**src/rtl/delay_timer_pkg.sv**
```systemverilog
// Shared types and constants for the programmable delay timer.
// Default widths and DHT11 timing windows assume a 50 MHz project clock.
package delay_pkg;

    typedef enum logic {
        ST_IDLE = 1'b0,
        ST_RUN  = 1'b1
    } state_e;

    localparam int DLY_CNT_W = 20;
    localparam int DLY_PRE_W = 8;

    // Prescale reload giving a 1 us tick at 50 MHz; delays below are in those ticks
    localparam int unsigned DHT_PRE_1US       = 49;
    localparam int unsigned DHT_START_LOW_US  = 18000;
    localparam int unsigned DHT_RESP_MIN_US   = 20;
    localparam int unsigned DHT_RESP_MAX_US   = 40;
    localparam int unsigned DHT_BIT_WINDOW_US = 100;

endpackage

```
**src/rtl/delay_timer_if.sv**
```systemverilog
// Control/status bundle between the sensor FSM (master) and the delay timer (slave).
interface delay_timer_if #(
    parameter int CNT_W = delay_pkg::DLY_CNT_W,
    parameter int PRE_W = delay_pkg::DLY_PRE_W
) ();
    logic             start;
    logic             abort;
    logic             periodic;
    logic [PRE_W-1:0] prescale;
    logic [CNT_W-1:0] delay;
    logic             busy;
    logic             done;
    logic [CNT_W-1:0] elapsed;

    modport master (
        output start, abort, periodic, prescale, delay,
        input  busy, done, elapsed
    );

    modport slave (
        input  start, abort, periodic, prescale, delay,
        output busy, done, elapsed
    );
endinterface

```
**src/rtl/delay_timer_tick_gen.sv**
```systemverilog
// Prescaler: emits a tick on every (pre_q+1)-th enabled clock.
module tick_gen
    import delay_pkg::*;
#(
    parameter int PRE_W = DLY_PRE_W
) (
    input  logic             clk,
    input  logic             rst_n,
    input  logic             clr,
    input  logic             en,
    input  logic [PRE_W-1:0] pre_q,
    output logic             tick
);
    logic [PRE_W-1:0] pre_cnt;

    assign tick = en && (pre_cnt == pre_q);

    always_ff @(posedge clk or negedge rst_n) begin
        if (!rst_n) begin
            pre_cnt <= '0;
        end else if (clr) begin
            pre_cnt <= '0;
        end else if (en) begin
            pre_cnt <= tick ? '0 : pre_cnt + PRE_W'(1);
        end
    end
endmodule

```
**src/rtl/delay_timer.sv**
```systemverilog
// One-shot/periodic delay timer with run-time prescaler and start/abort handshake.
module delay_timer
    import delay_pkg::*;
#(
    parameter int CNT_W = DLY_CNT_W,
    parameter int PRE_W = DLY_PRE_W
) (
    input  logic         clk,
    input  logic         rst_n,
    delay_timer_if.slave bus
);
    state_e           state_q, state_d;
    logic [PRE_W-1:0] pre_q;
    logic [CNT_W-1:0] dly_q;
    logic             per_q;
    logic [CNT_W-1:0] elapsed_q;
    logic             busy_q;
    logic             done_q;
    logic             tick;
    logic             load;
    logic             clr;
    logic             fin;

    tick_gen #(.PRE_W(PRE_W)) u_tick (
        .clk   (clk),
        .rst_n (rst_n),
        .clr   (clr),
        .en    (state_q == ST_RUN),
        .pre_q (pre_q),
        .tick  (tick)
    );

    always_ff @(posedge clk or negedge rst_n) begin
        if (!rst_n) begin
            state_q <= ST_IDLE;
        end else begin
            state_q <= state_d;
        end
    end

    // Abort beats start, and both beat a period ending on the same edge
    always_comb begin
        state_d = state_q;
        load    = 1'b0;
        clr     = 1'b0;
        fin     = 1'b0;
        if (bus.abort) begin
            state_d = ST_IDLE;
            clr     = 1'b1;
        end else if (bus.start) begin
            state_d = ST_RUN;
            load    = 1'b1;
            clr     = 1'b1;
        end else if (state_q == ST_RUN) begin
            if (dly_q == '0) begin
                fin     = 1'b1;
                state_d = ST_IDLE;
            end else if (tick && (elapsed_q + CNT_W'(1) == dly_q)) begin
                fin = 1'b1;
                if (!per_q) begin
                    state_d = ST_IDLE;
                end
            end
        end
    end

    always_ff @(posedge clk or negedge rst_n) begin
        if (!rst_n) begin
            pre_q     <= '0;
            dly_q     <= '0;
            per_q     <= 1'b0;
            elapsed_q <= '0;
            busy_q    <= 1'b0;
            done_q    <= 1'b0;
        end else begin
            busy_q <= (state_d == ST_RUN);
            done_q <= fin;
            if (load) begin
                pre_q <= bus.prescale;
                dly_q <= bus.delay;
                per_q <= bus.periodic;
            end
            // Periodic runs restart at zero; one-shot holds the final count
            if (clr) begin
                elapsed_q <= '0;
            end else if (fin) begin
                elapsed_q <= per_q ? '0 : dly_q;
            end else if (tick) begin
                elapsed_q <= elapsed_q + CNT_W'(1);
            end
        end
    end

    assign bus.busy    = busy_q;
    assign bus.done    = done_q;
    assign bus.elapsed = elapsed_q;
endmodule

```
**src/flat_wrapper.sv**
```systemverilog
// flat-port wrapper written by rule: the top's interface ports become plain ports
module delay_timer_flat import delay_pkg::*;
#(
    parameter int CNT_W = DLY_CNT_W,
    parameter int PRE_W = DLY_PRE_W
)
  (clk, rst_n, bus_start, bus_abort, bus_periodic, bus_prescale, bus_delay, bus_busy, bus_done, bus_elapsed);
  delay_timer_if #(.CNT_W(CNT_W), .PRE_W(PRE_W)) bus_i ();
  input  logic clk;
  input  logic rst_n;
  input wire logic [$bits(bus_i.start)-1:0] bus_start;
  input wire logic [$bits(bus_i.abort)-1:0] bus_abort;
  input wire logic [$bits(bus_i.periodic)-1:0] bus_periodic;
  input wire logic [$bits(bus_i.prescale)-1:0] bus_prescale;
  input wire logic [$bits(bus_i.delay)-1:0] bus_delay;
  output wire logic [$bits(bus_i.busy)-1:0] bus_busy;
  output wire logic [$bits(bus_i.done)-1:0] bus_done;
  output wire logic [$bits(bus_i.elapsed)-1:0] bus_elapsed;
  assign bus_i.start = bus_start;
  assign bus_i.abort = bus_abort;
  assign bus_i.periodic = bus_periodic;
  assign bus_i.prescale = bus_prescale;
  assign bus_i.delay = bus_delay;
  assign bus_busy = bus_i.busy;
  assign bus_done = bus_i.done;
  assign bus_elapsed = bus_i.elapsed;
  delay_timer #(.CNT_W(CNT_W), .PRE_W(PRE_W)) u_core (.clk(clk), .rst_n(rst_n), .bus(bus_i));
endmodule
```
**config.mk**
```make
export PLATFORM = sky130hd
export DESIGN_NAME = delay_timer_flat
export DESIGN_NICKNAME = d
export VERILOG_FILES = /design/src/rtl/delay_timer_pkg.sv /design/src/rtl/delay_timer_if.sv /design/src/rtl/delay_timer_tick_gen.sv /design/src/rtl/delay_timer.sv /design/src/flat_wrapper.sv
export SDC_FILE = /design/constraint.sdc
export NUM_CORES = 1
export LEC_CHECK = 0
export BUFFER_PORTS_ARGS = -buffer_cell sky130_fd_sc_hd__buf_2
export CAP_MARGIN = 20
export CORE_UTILIZATION = 55
export CTS_BUF_LIST = sky130_fd_sc_hd__clkbuf_2
export DETAILED_ROUTE_END_ITERATION = 7
export PLACE_DENSITY = 0.85
export SLEW_MARGIN = 5
export SYNTH_ARGS = -nofsm -noshare
export SYNTH_HDL_FRONTEND = slang
export SYNTH_SLANG_ARGS = --single-unit
```
**constraint.sdc**
```tcl
create_clock -name clk -period 3.23 [get_ports clk]
set_input_delay 0.1615 -clock clk [delete_from_list [all_inputs] [get_ports clk]]
set_output_delay 0.1615 -clock clk [all_outputs]
set_load 0.03 [all_outputs]
```
* Word level (Yosys, flattened, before mapping) *
Index checks and enable logic that the tools add are counted.

cells by class
  add/subtract/negate cells = 2
  multipliers = 0
  divide/modulo/power cells = 0
  magnitude comparators = 0
  equality and inequality tests = 2
  shift-type cells = 0
  multiplexer cells = 21
  bitwise gates (word level) = 0
  reductions and logical operators = 5

operator list
  kind                                                              number
  20-bit 2-to-1 mux                                                 4
  8-bit 2-to-1 mux                                                  3
  20-bit by 1-bit adder with 20-bit output (second input constant)  1
  20-bit == test                                                    1
  20-bit logical NOT                                                1
  1-bit 2-to-1 mux                                                  14
  8-bit by 1-bit adder with 8-bit output (second input constant)    1
  8-bit == test                                                     1
  3-bit nonzero test                                                1
  1-bit logical AND                                                 2
  2-bit nonzero test                                                1

storage, ports and cells
  bits in registers = 59
  bits in latches = 0
  bits in writable memories = 0
  ROM bits = 0
  memories = 0

* Longest topological paths before layout *
  depth in word-level cells = 10
  mapped depth = 12

* Modules after synthesis *
Synthesis repeated with hierarchy kept, for this count alone.

unflattened totals
  cell total of the unflattened synthesis = 363
  area total of the unflattened synthesis = 3816.2 µm²

modules (own cells, without submodules)
  module       instances  cells each  area an instance (µm²)  seq. area each (µm²)
  delay_timer  1          312         3293.2                  1276.2
  tick_gen     1          51          523.0                   200.2

* Worst setup path after synthesis *
No wires, ideal clock.

  path type = reg-to-reg
  from = register u_core.elapsed_q[12], in the netlist u_core.bus.elapsed[12]
  to = register u_core.elapsed_q[15], in the netlist u_core.bus.elapsed[15]
  arrival time = 2.847 ns
  data required time = 3.161 ns
  slack = 0.314 ns
  stages on the path, launching flop included = 12
  path buffers = 3
  period minus slack after synthesis = 2.916 ns
  cells stage by stage = dfrtp_1 -> buf_2 -> and4_1 -> buf_4 -> nor4b_1 -> xnor2_1 -> nand4b_1 -> nor4_2 -> a21boi_2 -> buf_6 -> or4b_1 -> nand3_1

on the way
  cells in the longest elaborated chain, start to end = 10

RTL lines
  item                                          line                                  RTL
  start: declaration                            delay_timer.sv:16                     logic [CNT_W-1:0] elapsed_q;
  start signal: assignment                      delay_timer.sv:87                     elapsed_q <= per_q ? '0 : dly_q;
  start signal: assignment                      delay_timer.sv:89                     elapsed_q <= elapsed_q + CNT_W'(1);
  20-bit by 1-bit adder with 20-bit output (*)  delay_timer.sv:58, delay_timer.sv:89
  20-bit == test                                delay_timer.sv:58                     end else if (tick && (elapsed_q + CNT_W'(1) == dly_q)) begin
  1-bit logical AND                             delay_timer.sv:58
  1-bit 2-to-1 mux                              delay_timer.sv:58
  1-bit 2-to-1 mux                              delay_timer.sv:55                     if (dly_q == '0) begin
  1-bit 2-to-1 mux                              delay_timer.sv:54                     end else if (state_q == ST_RUN) begin
  1-bit 2-to-1 mux                              delay_timer.sv:50                     end else if (bus.start) begin
  1-bit 2-to-1 mux                              delay_timer.sv:47                     if (bus.abort) begin
  20-bit 2-to-1 mux                             delay_timer.sv:86                     end else if (fin) begin
  20-bit 2-to-1 mux                             delay_timer.sv:84                     if (clr) begin

Mark *: on every way between the ends. The rest lies on a longest branch, timed or not. The select of a mux whose other input is x is not followed.
A chain may end at the register's enable or synchronous reset.

* Worst setup path in the final report *
  from = register u_core.elapsed_q[1], in the netlist u_core.bus.elapsed[1]
  to = register u_core.state_q

on the way
  cells in the longest elaborated chain, start to end = 8

RTL lines
  item                                      line               RTL
  20-bit by 1-bit adder with 20-bit output  delay_timer.sv:58
  20-bit == test                            delay_timer.sv:58
  1-bit logical AND                         delay_timer.sv:58
  1-bit 2-to-1 mux                          delay_timer.sv:58
  1-bit 2-to-1 mux                          delay_timer.sv:55
  1-bit 2-to-1 mux                          delay_timer.sv:54
  1-bit 2-to-1 mux                          delay_timer.sv:50
  1-bit 2-to-1 mux                          delay_timer.sv:47
  named net u_core.state_d                  delay_timer.sv:12  state_e state_q, state_d;
  end signal: assignment                    delay_timer.sv:37  state_q <= state_d;
  end: declaration                          delay_timer.sv:12

The timed path passes the listed nets, and every way through them passes these cells.

==> results.py <==
metrics = {
    "synthesis": {
        "seq_area_frac_synth": 0.384,
        "ys_async_sr_fraction": 1.00,
        "avgSynthCellArea_sq_um": 9.56,
        "synth_cell_type_count": 64,
        "syn_inst": 402,
        "ys_ff_latch": 59,
        "syn_area_sq_um": 3840,
        "synthFlopType": "dfrtp_1",
        "synth_warnings": 0,
        "synth_edf_count": 0,
        "syn_nets": 437,
    },
    "cells_and_area": {
        "n_fill_cell": 526,
        "final_core_util": 0.694,
        "drive_gt1_frac": 0.281,
        "multiInputGateArea_sq_um": 2250,
        "area_growth_pct": 21.9,
        "regArea_sq_um": 1480,
        "nNetsFinal": 533,
        "antenna_cells": 0,
    },
    "critical_path": {
        "cp_slowest_cell": "dlygate4sd3_1",
        "crit_family": "simple AND/OR/NAND/NOR gates",
        "crit_required_ns": 3.61,
        "crit_chain": "ha_2 -> nand2_1 -> or3_4 -> nor2_1 -> o21ai_0 -> nor4b_1 -> and4b_1 -> nand2b_1 -> a31oi_1 -> nor2_1 -> dlygate4sd3_1",
        "cp-start-kind": "register",
        "endpoint_kind": "register",
        "path_class": "reg -> reg",
        "cp.depth": 11,
        "crit_buf_inv": 1,
        "r2r_cells": 11,
        "arrival_ns": 3.49,
        "cp_common_cell": "nor2_1",
        "worstPathMaxFanout": 7,
        "slowest_delay_ns": 0.56,
    },
    "route": {
        "dr_total_vias": 3624,
        "vias_per_cell": 6.24,
        "drc": 0,
        "routedWlPerCell_um": 18.0,
        "drt.antenna.violating_nets": 0,
        "drtIter0Drc": 223,
        "wl_mm": 10.4,
        "drt_pass1_iterations": 5,
    },
    "power_and_ir_drop": {
        "leakagePower_nw": 2.13,
        "vdd_drop_max_mv": 0.280,
        "p_per_area_nw_per_um2": 341,
        "report.power.total_w": 0.00160,
    },
    "sta": {
        "fin_setup_tns_ns": 0,
        "layout_min_cycle_time_ns": 3.10,
        "setup_viol": 0,
        "worstMarginPinSlew_ns": 0.940,
        "finClkSkew_ns": 0.0145,
        "hold_violations": 0,
        "finalCritPeriodShare": 0.961,
        "relSlewSlack": 0.373,
        "fmax_ghz": 0.322,
        "rsz0062_at_grt": "no",
        "maxSlewViolCount": 0,
    },
    "grt": {
        "grt_pass1_wl_mm": 17.3,
        "overflow": 0,
        "grt_max_degree": 41,
        "grt_pass1_vias": 3571,
        "grt_use_total": 0.305,
        "antenna_found_initial": 0,
    },
    "clocking": {
        "clkLatencyLatePin_ns": 0.50,
        "ctsLongestPathBuffers": 2,
        "htreeDepth": 3,
        "path_clk_slew_ns": 0.16,
        "cts.sinks": 59,
        "cts_setup_buffers": 0,
        "cts_made_buffers": 9,
        "cts-root-buf": "clkbuf_2",
        "cts_tree": "yes",
    },
    "floorplan": {
        "rows": 30,
        "die_h_um": 85.6,
        "dieArea_sq_um": 7320,
        "die_x_um": 85.6,
        "start_util": 0.569,
        "core_area_sq_um": 6760,
        "num_io_pins": 55,
    },
    "placement": {
        "io_buffers": 54,
        "gp_congestion": 0.941,
        "dp_hpwl_mm": 7.30,
    },
    "job": {
        "maxCapViolCount": 0,
    },
    "run_status": {
        "status": "completed",
    },
    "worst_hold_path": {
        "holdCritPathClass": "in -> reg",
        "holdPathStages": 3,
    },
}
-- per-layer routing --
layer	part of all wire	track usage	up-vias
li1	-	-	1684
met1	0.43	0.391	1775
met2	0.48	0.496	146
met3	0.068	0.0712	19
met4	0.020	0.133	0
met5	0	0	-
-- kinds of logic (layout without fill, tap and decap cells) --
| group | count (synthesis) | in the layout | synth area share |
|---|---|---|---|
| buffers and inverters | 25 | 124 | 0.0313 |
| AOI/OAI and AO/OA | 74 | 74 | 0.134 |
| muxes | 35 | 35 | 0.101 |
| adders and majority gates | 2 | 2 | 0.00651 |
| DFF | 59 | 59 | 0.384 |
| xor gates and xnor gates | 34 | 34 | 0.0811 |
| and+or+nand+nor | 173 | 173 | 0.262 |
-- area by class of cell --
type | count | share of cell area
multi-input combinational | 318 | 0.481
sequential | 59 | 0.316
timing repair buffer | 107 | 0.160
tap | 80 | 0.0214
clock buffer | 10 | 0.0107
clock inverter | 4 | 0.00935
inverter | 3 | 0.00240
-- stage by stage --
step | area [sq um] | hold slack, ns | cells | worst slack, ns
2_1_floorplan | 3840 | -0.134 | 402 | 0.314
3_3_place_gp | 4260 | 0.322 | 535 | 0.214
3_5_place_dp | 4260 | 0.356 | 535 | 0.140
4_1_cts | 4680 | 0.111 | 581 | 0.0955
5_1_grt | 4690 | 0.109 | 581 | 0.0233
6_report | 4690 | 0.134 | 581 | 0.127
-- path summary, 6_finish.rpt --
kind                                       start               endpoint  slack (ns)
setup reg to reg           u_core.bus.elapsed[1]         u_core.state_q        0.13
hold / removal                         bus_start  u_core.bus.elapsed[0]        0.13
max in group asynchronous                  rst_n  u_core.bus.elapsed[0]        2.08
min in group asynchronous                  rst_n  u_core.bus.elapsed[6]        0.32
hold reg to reg                  u_core.pre_q[3]        u_core.pre_q[3]        0.55
setup / recovery           u_core.bus.elapsed[1]         u_core.state_q        0.13
-- power breakdown --
part | internal [W] | switching [W]
sequential | 0.000793 | 0.0000843
clock | 0.000169 | 0.000265
combinational | 0.000161 | 0.000125
-- placed cells by master, fill, tap and decap left out, types with 4 or more instances in the layout --
cell type / count
dfrtp_1: 57
buf_2: 54
nand2_1: 44
dlygate4sd3_1: 32
mux2_2: 30
nand3_1: 28
buf_4: 21
o21ai_0: 18
nor2_1: 17
xnor2_1: 17
xor2_1: 16
nor3_1: 10
clkbuf_2: 10
a21oi_1: 9
or3_1: 8
and3_1: 8
nand2b_1: 8
nor2b_1: 7
o211ai_1: 7
a31oi_1: 7
mux2i_1: 5
a31o_2: 5
nor4_1: 5
a211o_1: 5
a211oi_1: 4
nand4_1: 4
-- registers in the layout, indices dropped and copies added, names as in the netlist --
signal,cells
u_core.u_tick.pre_cnt,8
u_core.state_q,1
u_core.bus.done,1
u_core.bus.elapsed,20
u_core.pre_q,8
u_core.dly_q,20
u_core.per_q,1
-- Yosys cell counts (3+ instances only) --
library cell | count | area, sq um
and2_1 | 3 | 18.8
and4_1 | 3 | 26.3
nand3_1 | 28 | 140
o211ai_1 | 7 | 52.6
nor3_1 | 10 | 50.1
nor4_1 | 5 | 31.3
buf_2 | 6 | 30.0
nor2b_1 | 8 | 50.1
inv_1 | 3 | 11.3
mux2i_1 | 5 | 50.1
a21oi_1 | 9 | 45.0
dfrtp_1 | 59 | 1480
clkbuf_1 | 10 | 37.5
a211o_1 | 5 | 43.8
and3_1 | 8 | 50.1
nand2_1 | 45 | 169
o311a_1 | 3 | 30.0
nor2_1 | 17 | 63.8
a31o_2 | 5 | 43.8
a31oi_1 | 7 | 43.8
mux2_2 | 30 | 338
nand4_1 | 4 | 25.0
a211oi_1 | 4 | 30.0
o21ai_0 | 18 | 90.1
or3_1 | 8 | 50.1
nand2b_1 | 8 | 50.1
xnor2_1 | 17 | 149
xor2_1 | 16 | 140
buf_4 | 3 | 22.5
-- what timing repair did --
item	in CTS	in global routing
setup endpoints to repair	0	9
hold buffers	32	0
hold endpoints to repair	69	0
resized for setup	0	4
-- worst reg2reg max path, cell delays in order (launching register included) --
cell,delay (ns)
dfrtp_1,0.45
ha_2,0.27
nand2_1,0.11
or3_4,0.36
nor2_1,0.24
o21ai_0,0.14
nor4b_1,0.27
and4b_1,0.28
nand2b_1,0.08
a31oi_1,0.17
nor2_1,0.07
dlygate4sd3_1,0.56
No activity file was read; power rests on OpenSTA's default activity.
